===== config.mk =====
export PLATFORM = sky130hd
export DESIGN_NAME = sevenseg_scan
export DESIGN_NICKNAME = d
export VERILOG_FILES = /design/src/rtl/sevenseg_scan.sv
export SDC_FILE = /design/constraint.sdc
export NUM_CORES = 1
export LEC_CHECK = 0
export ABC_CLOCK_PERIOD_IN_PS = 2700
export CORE_AREA = 3 3 84 86
export CTS_BUF_LIST = sky130_fd_sc_hd__clkbuf_4 sky130_fd_sc_hd__clkbuf_8
export CTS_CLUSTER_DIAMETER = 150
export CTS_CLUSTER_SIZE = 30
export DETAILED_ROUTE_END_ITERATION = 8
export DIE_AREA = 0 0 87 89
export PLACE_DENSITY = 0.75
export REMOVE_ABC_BUFFERS = 1
export SLEW_MARGIN = 10
export SYNTH_ARGS = -nofsm -noshare
export SYNTH_HDL_FRONTEND = slang
export SYNTH_SLANG_ARGS = --single-unit

===== constraint.sdc =====
create_clock -name clk -period 2.7 [get_ports clk]
set_input_delay 0.54 -clock clk [delete_from_list [all_inputs] [get_ports clk]]
set_output_delay 0.54 -clock clk [all_outputs]
set_load 0.1 [all_outputs]

===== src/rtl/sevenseg_scan.sv =====
// Multiplexed 4-digit common-anode 7-segment driver (MM.SS) with a per-frame
// digit snapshot and field blinking in adjust mode.
module sevenseg_scan #(
   parameter int unsigned REFRESH_DIV = 100000,
   parameter int unsigned BLINK_DIV   = 25000000
) (
   input  logic       clk,
   input  logic       RESET,
   input  logic       ADJ,
   input  logic       SEL,
   input  logic [3:0] dig3,
   input  logic [3:0] dig2,
   input  logic [3:0] dig1,
   input  logic [3:0] dig0,
   output logic [3:0] an,
   output logic [7:0] seg
);

   localparam int unsigned RW = $clog2(REFRESH_DIV);
   localparam int unsigned BW = $clog2(BLINK_DIV);
   localparam logic [RW-1:0] REF_LAST   = RW'(REFRESH_DIV - 1);
   localparam logic [BW-1:0] BLINK_LAST = BW'(BLINK_DIV - 1);

   logic [RW-1:0]     ref_cnt_q,   ref_cnt_d;
   logic [1:0]        scan_idx_q,  scan_idx_d;
   logic [3:0][3:0]   snapshot_q,  snapshot_d;
   logic [BW-1:0]     blink_cnt_q, blink_cnt_d;
   logic              blink_ph_q,  blink_ph_d;
   logic [3:0]        an_q,        an_d;
   logic [7:0]        seg_q,       seg_d;
   logic              tick;
   logic              blank;

   function automatic logic [7:0] decode(input logic [3:0] d);
      logic [7:0] s;
      case (d)
         4'd0:    s = 8'hC0;
         4'd1:    s = 8'hF9;
         4'd2:    s = 8'hA4;
         4'd3:    s = 8'hB0;
         4'd4:    s = 8'h99;
         4'd5:    s = 8'h92;
         4'd6:    s = 8'h82;
         4'd7:    s = 8'hF8;
         4'd8:    s = 8'h80;
         4'd9:    s = 8'h90;
         default: s = 8'hFF;
      endcase
      return s;
   endfunction

   always_comb begin
      ref_cnt_d   = ref_cnt_q + RW'(1);
      scan_idx_d  = scan_idx_q;
      snapshot_d  = snapshot_q;
      blink_cnt_d = '0;
      blink_ph_d  = 1'b0;
      tick        = (ref_cnt_q == REF_LAST);

      if (tick) begin
         ref_cnt_d  = '0;
         scan_idx_d = scan_idx_q + 2'd1;
         // The snapshot is taken only at the frame boundary so all four digits stay coherent.
         if (scan_idx_q == 2'd3) begin
            snapshot_d = {dig3, dig2, dig1, dig0};
         end
      end

      if (ADJ) begin
         blink_ph_d = blink_ph_q;
         if (blink_cnt_q == BLINK_LAST) begin
            blink_cnt_d = '0;
            blink_ph_d  = ~blink_ph_q;
         end else begin
            blink_cnt_d = blink_cnt_q + BW'(1);
         end
      end

      // scan_idx[1] set means the minutes field; SEL=0 picks minutes.
      blank = ADJ & blink_ph_q & (scan_idx_q[1] ^ SEL);

      an_d  = ~(4'b0001 << scan_idx_q);
      seg_d = decode(snapshot_q[scan_idx_q]);
      if (scan_idx_q == 2'd2) begin
         seg_d[7] = 1'b0;
      end
      if (blank) begin
         an_d  = '1;
         seg_d = '1;
      end
   end

   always_ff @(posedge clk) begin
      if (RESET) begin
         ref_cnt_q   <= '0;
         scan_idx_q  <= '0;
         snapshot_q  <= '0;
         blink_cnt_q <= '0;
         blink_ph_q  <= 1'b0;
         an_q        <= '1;
         seg_q       <= '1;
      end else begin
         ref_cnt_q   <= ref_cnt_d;
         scan_idx_q  <= scan_idx_d;
         snapshot_q  <= snapshot_d;
         blink_cnt_q <= blink_cnt_d;
         blink_ph_q  <= blink_ph_d;
         an_q        <= an_d;
         seg_q       <= seg_d;
      end
   end

   assign an  = an_q;
   assign seg = seg_q;

endmodule


# == Yosys cells after proc, flatten, opt, wreduce, memory -nomap -nowiden ==
# Memory sizes are Yosys's and may differ from the RTL's. A register that Yosys moved wholly into a read port is not among the register bits.
# Index checks and enable logic that the tools add are counted.
# word_totals
mem_bits_ro,112
reg_bits,73
mem_count,1
out_inout_bits,12
word_cells,34
in_bits,20
# classes
muxes,3
n_shift,1
reduce_logical,5
n_lt_le_gt_ge,1
bitwise,6
n_eq_ne,4
addsub,3
# mem_list
name,depth,width,rd,rd_clocked_by_memory_dff,wr,line_no,text
(name not given),16,7,1,1,0,36,case (d)
# ops
cell,count
$add A25 B1 Y25 const B,1
$eq A25 B25 Y1 const B,1
$add A17 B1 Y17 const B,1
$eq A17 B17 Y1 const B,1
$bmux W4 S2,1
$reduce_or A2 Y1,3
$eq A2 B2 Y1 const B,2
$mux W4,1
$not A4 Y4,1
$shl A1 B2 Y4 const A,1
$lt A2 B3 Y1 const B,1
$reduce_or A3 Y1,1
$add A2 B1 Y2 const B,1
$and A1 B1 Y1,2
$not A1 Y1,2
$reduce_and A2 Y1,1
$mux W1,1
$xor A1 B1 Y1,1

# == Depth between registers and ports, before layout ==
# logic_depth
depth_word,3
depth_mapped,7

# == Least setup slack after synthesis ==
# No wires, ideal clock.
# synth_timing
kind,register -> register
start,register blink_cnt_q[0]
end,register blink_cnt_q[11]
arrival_ps,1831
slack_ps,755
setup_ps,115
required_time_ps,2585
path_stages_with_launch,7
path_cell_list,dfxtp_1 ha_1 nand2_1 or4_4 o31ai_4 buf_4 nor2_1
# synth_via
elab_chain_cells,2
# synth_lines
element,line_no,text
start: declaration,27,"logic [BW-1:0] blink_cnt_q, blink_cnt_d;"
start signal: assignment,106,blink_cnt_q <= blink_cnt_d;
"parallel branches: the longest is 2 deep, another holds $add A25 B1 Y25",-,
# Parallel ways; which one is timed is not known.
# A chain may end at the register's enable or synchronous reset.

# == Worst setup path after layout ==
# layout_timing
start,register blink_cnt_q[0]
end,register blink_cnt_q[6]
# The elaborated chain is that of the path after synthesis.

==> metrics.csv <==
metric,value,unit
vdd_drop_max,0.363,mV
yosys-mux-area-fraction,7.50,%
io_pins,32,
htreeDepth,3,
fp.dieH,89,um
synth.area.top_cells,"dfxtp_1, nand2b_1, mux2i_1",
first_global_vias,2467,
layout_commonest_cell,dfxtp_1,
final_cell_mix,"dfxtp_1, nor2_1, nand2b_1, nand2_1, clkdlybuf4s50_1",
synth.avg_cell_area,9.30,um2
slew_headroom,71.3,%
grt_usage,17.7,%
drtIter0Drc,127,
nets,434,
seqCellArea,1440,um2
dieWidth,87,um
synth_top_area_share,41.6,%
p_leak,0.00133,uW
synthDistinctLibCells,45,
cpPeakStageDelay,520,ps
route.vias.total,2651,
routed_via_density,5.47,
numPortBuffers,31,
pre_cts_slack,604,ps
synth_cells,373,
synth_area,3470,um2
worst_ep_required_time,2910,ps
synth_xor_area_share,6.82,%
multi_input_area,1890,um2
crit_path_max_fanout,25,
worst_slack,622,ps
drt-wirelength-per-cell,13.3,um
synth_compound_area_share,7.76,%
hold_viol,0,
dp_hpwl,4680,um
wl,6440,um
rsz0062_at_grt,false,
diodes,0,
post-route-drc-count,0,
hold_buffers,0,
finalCritPeriodShare,77.0,%
row_count,29,
dp.cells,469,
status,"complete, no violations",
cts_root_buf,clkbuf_8,
initial_core_util,54.6,%
synth-seq-cells,72,
wirelength_met1,3110,um
place_congestion,0.826,
synth_fa_ha_area_share,3.97,%
fmax,481,MHz
route.met3.wl,178,um
overflow,0,
antenna_found_initial,0,
nFillCells,541,
ys.warnings.count,0,
grt_pass1_wl,10900,um
startpoint_type,register,
fin_skew,12.9,ps
ant_nets,0,
cts_setup_buffers,0,
crit_arrival,2290,ps
die_area,7740,um2
yosysSeqAreaShare,41.6,%
setup_viol,0,
async_flop_share,0,%
final_util,63.0,%
drive_gt1_share,12.7,%
fin_cells,485,
layout_min_cycle_time,2080,ps
area_delta_synth_final,15.3,%
cts_sinks,72,
cts_resized,0,
critPathCaptureType,register,
top_layer_used,met4,
cts_tree,built,
worstMarginPinSlew,430,ps
cts_made_buffers,9,
synth_edf_count,0,
synth_ff_type,dfxtp_1,
finalMaxSlewViolations,0,
max_cap_violations,0,
synthSimpleGateAreaFrac,28.4,%
fp.coreArea,6350,um2
p_per_area,524,nW/um2
path_cells,ha_1 -> nand2_1 -> or4_4 -> o31ai_4 -> buf_4 -> nor2_1,
synth_top_family_by_area,simple AND/OR/NAND/NOR gates,
clockBufferDepth,2,
crit_type,register to register,
clkSlewWorstSetupHoldPaths,70,ps
slowest_stage,or4_4,
clk_latency,330,ps
grt_max_degree,26,
met2WireLength,3030,um
setup_tns,0,ps
synth_area_leader_cell,dfxtp_1,
first_pass_iters,4,
hold_path.class,register to register,
## per-layer routing
layer | vias to the layer above | global-route usage, %
li1 | 1362 | -
met2 | 32 | 29.5
met3 | 11 | 3.50
met4 | 0 | 7.51
met5 | - | 0
met1 | 1246 | 22.4
## sequential cells by signal, summed over array words and instances (netlist names)
name and count:
an 4, blink_cnt_q 25, blink_ph_q 1, ref_cnt_q 17
scan_idx_q 2, seg 7, snapshot_q 16
## kinds of logic (layout without fill, tap and decap cells)
kind of cell | after synthesis | count (layout)
buffers and inverters | 29 | 64
xor gates and xnor gates | 27 | 27
AOI/OAI and AO/OA | 43 | 43
and+or+nand+nor | 170 | 170
DFF | 72 | 72
adders and majority gates | 11 | 11
muxes | 21 | 21
## cell type report
type / instances / area share [%]
Clock buffer: 14 / 4.35
Clock inverter: 2 / 0.938
Inverter: 12 / 1.13
Multi-Input combinational cell: 272 / 47.2
Sequential cell: 72 / 36.0
Tap cell: 77 / 2.41
Timing Repair Buffer: 36 / 7.94
## critical path, delay by kind of cell (launching register included)
family	cells	cell delay [ps]
AO/OA/AOI/OAI	1	240
adder cells (fa/ha/maj)	1	300
buffers and inverters	1	310
flip-flops	1	390
AND/OR/NAND/NOR	3	720
## where the power goes
group,internal [uW],switching [uW]
clock network,510,375
registers,1070,7.15
logic,53.4,77.3
## synthesized netlist by cell type, types with 2 or more instances
cell	n
nor3_1	2
dfxtp_1	72
mux4_2	4
or2_2	6
nand4_1	11
buf_2	3
nor2_1	39
nand2_1	24
or3_1	6
inv_1	12
buf_6	2
nor3b_1	2
clkbuf_1	9
a21oi_1	17
nand3_1	10
nor4_1	7
o21ai_0	11
nor2b_1	2
ha_1	11
xor2_1	12
xnor2_1	15
or4_1	9
and3_1	2
mux2i_1	17
nand2b_1	32
o31ai_1	9
and4_1	4
buf_4	3
and2_1	3
o41ai_1	2
## path summary, 6_finish.rpt
path,from,endpoint,slack [ps],cells past startpoint
setup / recovery,blink_cnt_q[0],blink_cnt_q[6],620,6
hold reg to reg,ref_cnt_q[0],ref_cnt_q[0],470,1
hold / removal,ref_cnt_q[0],ref_cnt_q[0],470,1
setup reg to reg,blink_cnt_q[0],blink_cnt_q[6],620,6
## stage by stage
step | total power [uW] | hold WS [ps] | instance area, um2
global placement | 1230 | 444 | 3790
finish | 2090 | 474 | 4000
detailed placement | 1240 | 462 | 3790
floorplan | 1180 | 425 | 3370
CTS | 2110 | 479 | 4000
global route | 2170 | 502 | 4000
Note: power is estimated with default switching activity, not from simulation.
